$ cat config.mk
export PLATFORM = sky130hd
export DESIGN_NAME = systolic_feeder_2x2
export DESIGN_NICKNAME = d
export VERILOG_FILES = /design/src/rtl/systolic_pkg.sv /design/src/rtl/systolic_skew_mux.sv /design/src/rtl/systolic_feeder_2x2.sv
export SDC_FILE = /design/constraint.sdc
export NUM_CORES = 1
export LEC_CHECK = 0
export ABC_AREA = 1
export CORE_MARGIN = 4
export CORE_UTILIZATION = 49
export DETAILED_ROUTE_END_ITERATION = 12
export GPL_TIMING_DRIVEN = 0
export PLACE_DENSITY = 0.77
export SYNTH_ARGS = -nofsm -noshare
export SYNTH_HDL_FRONTEND = slang
export SYNTH_HIERARCHICAL = 1
export SYNTH_SLANG_ARGS = --single-unit
$ cat constraint.sdc
create_clock -name clk -period 2.35 [get_ports clk]
set_input_delay 0.47 -clock clk [delete_from_list [all_inputs] [get_ports clk]]
set_output_delay 0.47 -clock clk [all_outputs]
set_load 0.05 [all_outputs]
$ cat src/rtl/systolic_pkg.sv
// Shared definitions for the 2x2 systolic array and its input-skew feeder.
// Keeps state encoding, array size and default operand width in one place.
package systolic_pkg;

    localparam int DEFAULT_DATA_W = 32;
    localparam int ARRAY_N        = 2;
    localparam int FEED_BEATS     = 2 * ARRAY_N - 1;

    typedef enum logic [2:0] {
        ST_IDLE  = 3'd0,
        ST_LOAD  = 3'd1,
        ST_FEED  = 3'd2,
        ST_DRAIN = 3'd3,
        ST_DONE  = 3'd4
    } state_t;

endpackage

$ cat src/rtl/systolic_skew_mux.sv
// Beat-index to skewed row/column stream selector; purely combinational.
// Streams are zero when not enabled or the beat index is out of range.
module systolic_skew_mux
    import systolic_pkg::*;
#(
    parameter int DATA_W = DEFAULT_DATA_W
) (
    input  logic              en,
    input  logic [1:0]        beat,
    input  logic [DATA_W-1:0] a_m00,
    input  logic [DATA_W-1:0] a_m01,
    input  logic [DATA_W-1:0] a_m10,
    input  logic [DATA_W-1:0] a_m11,
    input  logic [DATA_W-1:0] b_m00,
    input  logic [DATA_W-1:0] b_m01,
    input  logic [DATA_W-1:0] b_m10,
    input  logic [DATA_W-1:0] b_m11,
    output logic [DATA_W-1:0] a_row0,
    output logic [DATA_W-1:0] a_row1,
    output logic [DATA_W-1:0] b_col0,
    output logic [DATA_W-1:0] b_col1
);

    // Row i of A is delayed by i beats, column j of B by j beats.
    always_comb begin
        a_row0 = '0;
        a_row1 = '0;
        b_col0 = '0;
        b_col1 = '0;
        if (en) begin
            case (beat)
                2'd0: begin
                    a_row0 = a_m00;
                    b_col0 = b_m00;
                end
                2'd1: begin
                    a_row0 = a_m01;
                    a_row1 = a_m10;
                    b_col0 = b_m10;
                    b_col1 = b_m01;
                end
                2'd2: begin
                    a_row1 = a_m11;
                    b_col1 = b_m11;
                end
                default: ;
            endcase
        end
    end

endmodule

$ cat src/rtl/systolic_feeder_2x2.sv
// Captures A/B on start, emits clear strobe, 3 skewed feed beats, DRAIN_CYCLES zero beats, then done.
// Latency start->done is 5+DRAIN_CYCLES cycles; no backpressure, start outside IDLE is dropped.
module systolic_feeder_2x2
    import systolic_pkg::*;
#(
    parameter int DATA_W       = DEFAULT_DATA_W,
    parameter int DRAIN_CYCLES = 3
) (
    input  logic              clk,
    input  logic              rst,
    input  logic              start,
    input  logic [DATA_W-1:0] a_m00,
    input  logic [DATA_W-1:0] a_m01,
    input  logic [DATA_W-1:0] a_m10,
    input  logic [DATA_W-1:0] a_m11,
    input  logic [DATA_W-1:0] b_m00,
    input  logic [DATA_W-1:0] b_m01,
    input  logic [DATA_W-1:0] b_m10,
    input  logic [DATA_W-1:0] b_m11,
    output logic [DATA_W-1:0] a_row0,
    output logic [DATA_W-1:0] a_row1,
    output logic [DATA_W-1:0] b_col0,
    output logic [DATA_W-1:0] b_col1,
    output logic              acc_clr,
    output logic              feed_valid,
    output logic              busy,
    output logic              done
);

    localparam int DRAIN_W = $clog2(DRAIN_CYCLES) + 1;

    state_t             state, state_nxt;
    logic [1:0]         feed_cnt, feed_cnt_nxt;
    logic [DRAIN_W-1:0] drain_cnt, drain_cnt_nxt;

    logic [DATA_W-1:0] a00_q, a01_q, a10_q, a11_q;
    logic [DATA_W-1:0] b00_q, b01_q, b10_q, b11_q;
    logic [DATA_W-1:0] a_row0_nxt, a_row1_nxt, b_col0_nxt, b_col1_nxt;

    always_comb begin
        state_nxt     = state;
        feed_cnt_nxt  = feed_cnt;
        drain_cnt_nxt = drain_cnt;
        case (state)
            ST_IDLE: begin
                if (start) begin
                    state_nxt = ST_LOAD;
                end
            end
            ST_LOAD: begin
                state_nxt    = ST_FEED;
                feed_cnt_nxt = '0;
            end
            ST_FEED: begin
                if (feed_cnt == 2'(FEED_BEATS - 1)) begin
                    state_nxt     = ST_DRAIN;
                    feed_cnt_nxt  = '0;
                    drain_cnt_nxt = '0;
                end else begin
                    feed_cnt_nxt = feed_cnt + 2'd1;
                end
            end
            ST_DRAIN: begin
                if (drain_cnt == DRAIN_W'(DRAIN_CYCLES - 1)) begin
                    state_nxt     = ST_DONE;
                    drain_cnt_nxt = '0;
                end else begin
                    drain_cnt_nxt = drain_cnt + 1'b1;
                end
            end
            ST_DONE: begin
                state_nxt = ST_IDLE;
            end
            default: begin
                state_nxt     = ST_IDLE;
                feed_cnt_nxt  = '0;
                drain_cnt_nxt = '0;
            end
        endcase
    end

    // Streams are selected from the next beat so every output leaves a register.
    systolic_skew_mux #(
        .DATA_W (DATA_W)
    ) u_skew_mux (
        .en     (state_nxt == ST_FEED),
        .beat   (feed_cnt_nxt),
        .a_m00  (a00_q),
        .a_m01  (a01_q),
        .a_m10  (a10_q),
        .a_m11  (a11_q),
        .b_m00  (b00_q),
        .b_m01  (b01_q),
        .b_m10  (b10_q),
        .b_m11  (b11_q),
        .a_row0 (a_row0_nxt),
        .a_row1 (a_row1_nxt),
        .b_col0 (b_col0_nxt),
        .b_col1 (b_col1_nxt)
    );

    always_ff @(posedge clk or negedge rst) begin
        if (!rst) begin
            state      <= ST_IDLE;
            feed_cnt   <= '0;
            drain_cnt  <= '0;
            a00_q      <= '0;
            a01_q      <= '0;
            a10_q      <= '0;
            a11_q      <= '0;
            b00_q      <= '0;
            b01_q      <= '0;
            b10_q      <= '0;
            b11_q      <= '0;
            a_row0     <= '0;
            a_row1     <= '0;
            b_col0     <= '0;
            b_col1     <= '0;
            acc_clr    <= 1'b0;
            feed_valid <= 1'b0;
            busy       <= 1'b0;
            done       <= 1'b0;
        end else begin
            state      <= state_nxt;
            feed_cnt   <= feed_cnt_nxt;
            drain_cnt  <= drain_cnt_nxt;
            // Operands are only sampled on the accepting edge, isolating later input churn.
            if (state == ST_IDLE && start) begin
                a00_q <= a_m00;
                a01_q <= a_m01;
                a10_q <= a_m10;
                a11_q <= a_m11;
                b00_q <= b_m00;
                b01_q <= b_m01;
                b10_q <= b_m10;
                b11_q <= b_m11;
            end
            a_row0     <= a_row0_nxt;
            a_row1     <= a_row1_nxt;
            b_col0     <= b_col0_nxt;
            b_col1     <= b_col1_nxt;
            acc_clr    <= (state_nxt == ST_LOAD);
            feed_valid <= (state_nxt == ST_FEED);
            busy       <= (state_nxt == ST_LOAD) || (state_nxt == ST_FEED) ||
                          (state_nxt == ST_DRAIN);
            done       <= (state_nxt == ST_DONE);
        end
    end

endmodule

==> results of run 1 <==
[sequential cells by signal (all words and copies together), names as in the netlist]
register    count
feed_valid      1
feed_cnt        2
a_row0         32
drain_cnt       3
state           3
b10_q          32
b11_q          32
b01_q          32
b_col1         32
a_row1         32
a11_q          32
a00_q          32
b_col0         32
b00_q          32
a10_q          32
acc_clr         1
a01_q          32
busy            1
done            1
[synthesized netlist by cell type]
cell      count
clkbuf_1      9
buf_4        38
inv_1        11
ha_1          3
buf_2        49
nand4_1       1
dfrtp_1     396
o21ai_0       2
nor2_1       10
nand3_1      11
nand3_2       1
nor3_1        2
inv_2         2
a21oi_1     129
nand2_1    1042
[how the worst max path moves through the flow]
stage                          start    endpoint  slack (ns)  cells past startpoint
final                     b_col1[27]  b_col1[27]        0.11                      1
after global routing        state[1]  a_row1[18]       0.002                      9
after CTS                   state[1]  a_row0[16]       0.008                      8
after detailed placement       start   a_row1[0]       -0.43                      8
after global placement           rst   b00_q[13]      -15.89                      1
after floorplan             state[1]   a_row1[0]        0.42                      9
[timing repair]
action                     in CTS  in global routing
setup endpoints to repair      62                124
hold buffers                    1                  0
resized for setup               4                 13
gates cloned                    0                  0
hold endpoints to repair       65                  0
[layer usage]
layer	routed length, um	up-vias
met5	34	-
met4	1300	4
met3	3880	82
met2	21500	486
met1	17400	6146
li1	-	6127
[kinds of logic after synthesis]
logic type | Yosys count
AND/OR/NAND/NOR | 1067
flip-flops | 396
AO/OA/AOI/OAI | 131
buffers and inverters | 109
adder cells (fa/ha/maj) | 3
[power by group through the flow]
stage | clock, mW | sequential (mW) | combinational (mW)
detailed placement | 0 | 11.2 | 13.2
global placement | 0 | 11.2 | 12.9
CTS | 6.67 | 11.1 | 13.4
global route | 6.99 | 11.4 | 14.6
finish | 6.57 | 11.1 | 13.4
floorplan | 0 | 13.4 | 6.26
[stage by stage]
stage | setup WS [ns] | hold WS [ns]
final | 0.109 | 0.468
after global routing | 0.00204 | 0.460
after CTS | 0.00755 | 0.442
after detailed placement | -0.428 | 0.458
after global placement | -15.89 | 0.462
after floorplan | 0.424 | 0.174
[final cells by class]
cell class                      count  area [um2]  share of cell area [%]
Clock buffer                       64        1260                    5.97
Tap cell                          396         495                    2.34
Sequential cell                   396        9910                    46.8
Antenna cell                        4        10.0                  0.0473
Clock inverter                     12         131                   0.621
Inverter                           13        48.8                   0.231
Timing Repair Buffer              394        4000                    18.9
Buffer                             96         572                    2.70
Multi-Input combinational cell   1201        4740                    22.4
[cell usage in the layout, fill, tap and decap left out, types with 3 or more instances in the layout]
cell,instances
nand2_1,1041
dfrtp_1,396
clkdlybuf4s50_1,389
a21oi_1,129
buf_2,49
clkbuf_16,42
buf_4,38
clkbuf_8,13
clkbuf_1,12
inv_1,11
nand3_1,11
nor2_1,8
clkinv_2,6
clkbuf_2,6
diode_2,4
buf_16,3
ha_1,3
==> reports/results.txt, run 1 <==
final core utilization: 69.0%
Post-DRT Antenna Nets: 0
CTS tree: yes
clock power share: 21.1%
synthesis-to-finish area growth: 38.8%
chip height: 184 um
WP data required: 1.88 ns
setup_tns: 0 ns
mapped cell area: 0.0152 mm2
initial antenna violation count: 5
I/O Pins: 391
Vias: 12845
Worst Skew: 0.0152 ns
Die Span X: 184 um
fin. max-slew vios: 0
Worst path slowest cell: clkdlybuf4s50_1
Synth cell types: 15
number of stages on the worst hold path: 3
Switching Fraction: 42.1%
Buffers & Inverters on Critical Path: 1
total track usage: 25.4%
final WL: 44000 um
Clk Latency, worst-skew pair: 0.53 ns
max_cap viols: 0
Crit Path Category: reg -> out
Fillers: 2375
Worst setup EP type: primary output
core footprint: 0.0307 mm2
GPL Wtd Cong: 0.855
Port Buf Inserts: 390
combinational fraction of design power: 43.1%
Worst Path Arrival: 1.77 ns
Layout Nets: 2406
hold crit path type: in -> reg
1st-iter DRT viols: 802
worst flop-to-flop path startpoint: state[1]
largest family of logic cells by synthesized area: simple AND/OR/NAND/NOR gates
met1 GRT Util: 32.8%
Non-Filler Instances: 2576
#FFs+latches synth: 396
row cnt: 64
Peak VDD IR: 0.000801 V
Placed Cells incl. Taps: 2495
Synth Area in Compound Gates: 4.30%
Hold EP: b01_q[28]
post-CTS setup repair buffer count: 0
Synth area leaders: dfrtp_1 65%, nand2_1 26%, a21oi_1 4.2%
Synth Area in Adders: 0.246%
top-area cell type share of the netlist area: 65.0%
vias in the first global route: 12969
Worst-path clk slew: 0.06 ns
cell count after synthesis: 1706
first-pass GRT wire length: 67700 um
Syn. warnings: 6
relative slew slack: 57.2%
Top Family by Delay on Critical Path: buffers and inverters
R2R Setup Slk: 0.13 ns
post-synthesis mux area share: 0%
largest net degree at the start of global routing: 130
Synth Area in Simple Gates: 26.4%
remaining global-route overflow: 0
Avg WL per Cell: 17.1 um
fin crit share: 95.4%
Seq/Total Area, Yosys: 65.0%
total power draw: 31.1 mW
Worst R2R End: b_col1[24]
final setup fails: 0
CP max stage delay: 0.83 ns
power density over the cells: 1470 mW/mm2
Synthesized Nets: 1968
met3 usage: 6.73%
# clock sinks: 396
DRC viols: 0
worst-path cell chain: clkdlybuf4s50_1
Worst Reg-to-Reg Cells: 9
DP Area: 0.0197 mm2
LEAKAGE: 10.4 nW
Hold Path Origin: b_m01[28]
H-tree level count: 2
drt first pass iters: 5
met2 usage: 42.5%
final hold viol count: 0
CP startpoint kind: flop
status: finished clean
layout cells sized above 1: 7.81%
final std cell area, no fill: 0.0212 mm2
CP max FO: 1
post-DR vias/cell: 4.99
leading area contributor after synthesis: dfrtp_1
Clock Path Buffers: 3
Synth Area in XOR/XNOR: 0%
syn_area_per_cell: 8.94 um2
die footprint: 0.0340 mm2
Root Driver: clkbuf_16
Period minus WS final: 2.24 ns
Worst-Margin Slew: 0.642 ns
Cell Int Power: 18.0 mW
most used routing layer: met2
sw power: 13.1 mW
register share of total power: 35.8%
initial core utilization: 49.7%
Num CTS Buffers: 42
post-DP HPWL: 31000 um
f_max: 0.446 GHz
RSZ-0062 raised after global routing: no
Power figures use the tool's default switching activity.
==> run 2, diff against run 1 <==
Settings changed: ABC_AREA 1 to default, CORE_UTILIZATION 49 to 50, SYNTH_HIERARCHICAL 1 to default.
==> run 2 against run 1 <==
Effect of this change: count of clock-buffer cells in the layout is 4 lower; final area is 6.7% higher; critical path type is now reg -> reg; die area is 5.9% higher; synthesized cell count is 35% lower; first-iteration DRC count is 36% lower; power is 15% higher.
==> reports/results.txt, run 2 <==
synthesis-to-finish area growth: 36.8%
LEAKAGE: 9.83 nW (-5.7%)
Seq/Total Area, Yosys: 60.0% (-5.0 points)
vias in the first global route: 11672 (-10%)
Worst-path clk slew: 0.06 ns (about the same)
initial antenna violation count: 7 (+2)
core footprint: 0.0325 mm2 (+6.1%)
DRC viols: 0 (unchanged)
Non-Filler Instances: 2018 (-22%)
CP max FO: 10 (+9)
largest net degree at the start of global routing: 124 (-4.6%)
Layout Nets: 1804 (-25%)
DP Area: 0.0211 mm2 (+6.7%)
setup_tns: 0 ns (unchanged)
Post-DRT Antenna Nets: 0 (unchanged)
final hold viol count: 0 (unchanged)
relative slew slack: 48.2% (-9.0 points)
Worst setup EP type: flop
Peak VDD IR: 0.000937 V (+17%)
Main synth FF type: dfrtp_1
hold crit path type: reg -> reg
Worst-Margin Slew: 0.776 ns (+0.134 ns)
Worst Path Arrival: 2.69 ns (+0.92 ns)
f_max: 0.435 GHz (-2.6%)
CP startpoint kind: flop
fin crit share: 97.9% (+2.5 points)
fraction of registers with async set/reset: 100% (unchanged)
syn_area_per_cell: 15.0 um2 (+67%)
GPL Wtd Cong: 0.823 (-3.8%)
total track usage: 24.4% (-0.99 points)
chip height: 190 um (+2.9%)
met2 WL: 22100 um (+3.0%)
H-tree level count: 2 (unchanged)
final WL: 44900 um (+2.1%)
cell count after synthesis: 1104 (-35%)
fin. max-slew vios: 0 (unchanged)
highest routed layer: met5
leading area contributor after synthesis: dfrtp_1
remaining global-route overflow: 0 (unchanged)
CTS tree: yes
Synthesized Nets: 1365 (-31%)
die footprint: 0.0360 mm2 (+5.9%)
# clock sinks: 396 (unchanged)
Clk Latency, worst-skew pair: 0.52 ns (about the same)
status: finished clean
Worst Skew: 0.0135 ns (-0.00168 ns)
Post-synth top cells: 396 x dfrtp_1, 229 x mux2_4, 69 x o21ai_0
final setup fails: 0 (unchanged)
Num CTS Buffers: 42 (unchanged)
met3 routed WL: 3350 um (-14%)
row cnt: 66 (+3.1%)
total power draw: 35.8 mW (+15%)
mapped cell area: 0.0165 mm2 (+8.3%)
Synth area leaders: dfrtp_1 60%, mux2_4 21%, a22oi_1 2.9%
most frequent cells in the layout: 396 x dfrtp_1, 389 x clkdlybuf4s50_1, 229 x mux2_4
layout cells sized above 1: 27.1% (+19 points)
Die Span X: 190 um (+2.9%)
top-area cell type share of the netlist area: 60.0% (-5.0 points)
first-pass GRT wire length: 68600 um (+1.2%)
Period minus WS final: 2.30 ns (+0.0589 ns)
I/O Pins: 391 (unchanged)
Post-synth EDFFs: 0 (unchanged)
commonest non-fill, non-tap cell in the layout: dfrtp_1
initial core utilization: 50.7% (+1.0 points)
Port Buf Inserts: 390 (unchanged)
Syn. warnings: 0 (-6)
Metal-1 WL: 18000 um (+3.8%)
drt first pass iters: 5 (unchanged)
max_cap viols: 0 (unchanged)
Crit Path Category: reg -> reg
Root Driver: clkbuf_16
1st-iter DRT viols: 511 (-36%)
#FFs+latches synth: 396 (unchanged)
Placed Cells incl. Taps: 1939 (-22%)
final std cell area, no fill: 0.0226 mm2 (+6.7%)
Avg WL per Cell: 22.3 um (+30%)
top-count cell post-synth: dfrtp_1
post-DP HPWL: 30900 um (-0.42%)
Clock Path Buffers: 3 (unchanged)
power density over the cells: 1580 mW/mm2 (+7.9%)
post-DR vias/cell: 5.28 (+5.9%)
Synth cell types: 39 (+24)
WP data required: 2.74 ns (+0.86 ns)
Vias: 10657 (-17%)
==> run 2: cell types whose count changed after synthesis, moves of 27 or more <==
cell | before | now
nand2_1 | 1042 | 68
mux2_4 | 0 | 229
o21ai_0 | 2 | 69
a22oi_1 | 0 | 64
a21oi_1 | 129 | 68
buf_2 | 49 | 4
nor2_1 | 10 | 49
buf_4 | 38 | 3
mux2_2 | 0 | 27
==> run 2: where the power goes <==
part	internal [mW]	switching, mW
combinational	7.97	9.44
sequential	10.0	1.67
clock	4.01	2.65
total	22.0	13.8
==> run 2: final timing paths <==
path / from / endpoint / slack, ns / depth (start not counted)
setup / recovery: state[0] / a_row1[12] / 0.05 / 10
hold reg to reg: a00_q[22] / a00_q[22] / 0.50 / 1
hold / removal: a00_q[22] / a00_q[22] / 0.50 / 1
max in group asynchronous: rst / b10_q[5] / 0.45 / 4
min in group asynchronous: rst / a10_q[17] / 0.51 / 2
setup reg to reg: state[0] / a_row1[12] / 0.05 / 10
==> run 2: cells by family (layout without fill, tap and decap cells) <==
logic type               count (synthesis)  after routing  synth area share (%)
AO/OA/AOI/OAI                          213            213                  7.90
adder cells (fa/ha/maj)                  2              2                 0.152
multiplexers                           256            256                  22.7
AND/OR/NAND/NOR                        155            155                  4.32
flip-flops                             396            396                  60.0
other                                    0              7                     0
buffers and inverters                   82            547                  4.95
==> run 2: cell type report <==
type | instances | area, um2
clock inverter | 10 | 135
antenna | 7 | 17.5
tap | 442 | 553
fill | 2293 | 9960
inverter | 2 | 7.51
buffer | 79 | 878
timing repair buffer | 396 | 4030
multi-input combinational | 626 | 5800
clock buffer | 60 | 1250
sequential | 396 | 9910
==> run 2: timing repair <==
action                     in CTS  in global routing
setup endpoints to repair     125                121
hold buffers                    1                  0
hold endpoints to repair       67                  0
pin swaps                       1                  0
buffers inserted                2                  0
gates resized for setup        25                 29
==> run 2: per-layer routing <==
metal | vias up | track usage (%)
met5 | - | 0
met4 | 2 | 8.54
met3 | 89 | 5.78
met2 | 412 | 40.6
met1 | 5415 | 31.6
li1 | 4739 | -
==> run 2: metrics by stage <==
stage	util [%]	hold slack (ns)	worst slack, ns
after floorplan	-	0.174	0.303
after CTS	69.2	0.506	-0.00277
final	69.4	0.504	0.0496
after global routing	69.4	0.513	-0.0971
after global placement	64.4	0.484	-16.37
after detailed placement	64.7	0.468	-0.777
==> run 2: critical path, cell delays in order, from the launching register on <==
cell	delay, ns
dfrtp_1	0.45
clkbuf_4	0.23
nor2_1	0.15
nand2_1	0.07
a21oi_1	0.22
a21oi_1	0.07
ha_1	0.26
buf_8	0.18
clkbuf_4	0.20
a22oi_1	0.25
nor2_1	0.08
==> run 3, diff against run 2 <==
Settings changed: MAX_ROUTING_LAYER from default to met4.
==> run 3 against run 2 <==
Effect of this change: final area about the same; non-clock buffer count unchanged; count of clock-buffer cells in the layout unchanged; via count down 0.43%; maximum frequency down 0.97%; sequential share of layout area about the same.
==> reports/results.txt, run 3 (synthesis gave the netlist of run 2 again) <==
Hold WS: 0.504 ns (+0.000218 ns)
Worst-path clk slew: 0.06 ns (about the same)
max_cap viols: 0 (unchanged)
commonest non-fill, non-tap cell in the layout: dfrtp_1
remaining global-route overflow: 0 (unchanged)
die footprint: 0.0360 mm2 (unchanged)
initial antenna violation count: 7 (unchanged)
status: finished clean
vias in the first global route: 11696 (+0.21%)
DRC viols: 0 (unchanged)
final setup fails: 0 (unchanged)
fin. max-slew vios: 0 (unchanged)
Worst setup EP type: flop
total power draw: 35.8 mW (about the same)
first-pass GRT wire length: 68500 um (-0.12%)
Clk Latency, worst-skew pair: 0.52 ns (about the same)
final hold viol count: 0 (unchanged)
Layout Nets: 1804 (unchanged)
Avg WL per Cell: 22.2 um (-0.20%)
synthesis-to-finish area growth: 36.8% (about the same)
drt first pass iters: 4 (-1)
fin crit share: 98.8% (+0.96 points)
CTS tree: yes
chip height: 190 um (unchanged)
layout cells sized above 1: 27.1% (unchanged)
H-tree level count: 2 (unchanged)
# clock sinks: 396 (unchanged)
Switching Fraction: 38.5% (+0.040 points)
combinational fraction of design power: 48.7% (about the same)
f_max: 0.431 GHz (-0.97%)
CP startpoint kind: flop
most frequent cells in the layout: 396 x dfrtp_1, 389 x clkdlybuf4s50_1, 229 x mux2_4
Root Driver: clkbuf_16
launch point of the worst path: state[0]
post-DR vias/cell: 5.26 (-0.48%)
Peak VDD IR: 0.000938 V (about the same)
core footprint: 0.0325 mm2 (unchanged)
power density over the cells: 1590 mW/mm2 (about the same)
clock power share: 18.6% (about the same)
Clock Path Buffers: 3 (unchanged)
Num CTS Buffers: 42 (unchanged)
final WL: 44900 um (-0.15%)
Hold Path Origin: a00_q[22]
1st-iter DRT viols: 528 (+3.3%)
Die Span X: 190 um (unchanged)
row cnt: 66 (unchanged)
Worst Path Arrival: 2.71 ns (+0.02 ns)
LEAKAGE: 9.83 nW (about the same)
GPL Wtd Cong: 0.837 (+1.8%)
Crit Path Category: reg -> reg
Post-DRT Antenna Nets: 0 (unchanged)
Port Buf Inserts: 390 (unchanged)
I/O Pins: 391 (unchanged)
relative slew slack: 47.4% (-0.87 points)
sw power: 13.8 mW (+0.17%)
Worst Skew: 0.0127 ns (-0.000814 ns)
Vias: 10611 (-0.43%)
Worst-Margin Slew: 0.789 ns (+0.0131 ns)
Period minus WS final: 2.32 ns (+0.0225 ns)
largest net degree at the start of global routing: 124 (unchanged)
total track usage: 25.1% (+0.72 points)
CP max FO: 10 (unchanged)
hold crit path type: reg -> reg
worst flop-to-flop path startpoint: state[0]
register share of total power: 32.7% (about the same)
initial core utilization: 50.7% (unchanged)
post-DP HPWL: 30900 um (unchanged)
WP data required: 2.74 ns (about the same)
Cell Int Power: 22.0 mW (about the same)
[run 3: cell count changes in the layout (fill, tap and decap cells not counted)]
cell     delta
diode_2     +1
[run 3: per-stage QoR]
step	util [%]	setup TNS, ns	instances	setup slack, ns	cell area (um2)
6_report	69.4	0	2019	0.0271	22600
5_1_grt	69.4	-1.24	2018	-0.0995	22600
4_1_cts	69.2	-0.00277	2011	-0.00277	22500
2_1_floorplan	-	0	1104	0.303	16500
3_3_place_gp	64.4	-6528.60	1936	-16.37	21000
3_5_place_dp	64.7	-70.28	1939	-0.777	21100
[run 3: final timing paths]
| kind | endpoint | slack, ns | depth (start not counted) |
|---|---|---|---|
| worst max-delay path | a_row1[12] | 0.03 | 10 |
| worst min-delay path | a00_q[22] | 0.50 | 1 |
| worst max register to register | a_row1[12] | 0.03 | 10 |
| worst min register to register | a00_q[22] | 0.50 | 1 |
| max in group asynchronous | b10_q[5] | 0.43 | 4 |
| min in group asynchronous | a10_q[17] | 0.51 | 2 |
[run 3: power groups by stage]
| stage | Sequential [mW] | Clock, mW | Combinational (mW) |
|---|---|---|---|
| after floorplan | 14.1 | 0 | 9.34 |
| after global placement | 11.7 | 0 | 16.6 |
| after detailed placement | 11.7 | 0 | 16.9 |
| after CTS | 11.7 | 6.80 | 17.4 |
| after global routing | 12.0 | 7.09 | 18.5 |
| final | 11.7 | 6.66 | 17.4 |
[run 3: cell type report]
class	instances	area (um2)
fill	2292	9950
sequential	396	9910
multi-input combinational	626	5800
timing repair buffer	396	4030
clock buffer	60	1250
buffer	79	878
tap	442	553
clock inverter	10	135
antenna	8	20.0
inverter	2	7.51
[run 3: worst max-delay path: stages, from the launching register on]
cell	delay, ns
dfrtp_1	0.45
clkbuf_4	0.23
nor2_1	0.16
nand2_1	0.08
a21oi_1	0.22
a21oi_1	0.07
ha_1	0.26
buf_8	0.18
clkbuf_4	0.20
a22oi_1	0.26
nor2_1	0.08
[run 3: timing repair]
| item | 4_1_cts | 5_1_grt |
|---|---|---|
| endpoints found under the setup margin | 125 | 121 |
| buffers inserted | 2 | 0 |
| pin swaps | 1 | 0 |
| hold buffers | 1 | 0 |
| endpoints found under the hold margin | 67 | 0 |
| gates resized for setup | 25 | 29 |
[run 3: metal layers]
layer	global-route usage, %	wire [um]	vias to the layer above
met5	-	0	-
met4	8.54	1360	0
met3	5.87	3180	91
met2	40.6	22200	386
met1	31.6	18200	5393
li1	-	-	4741
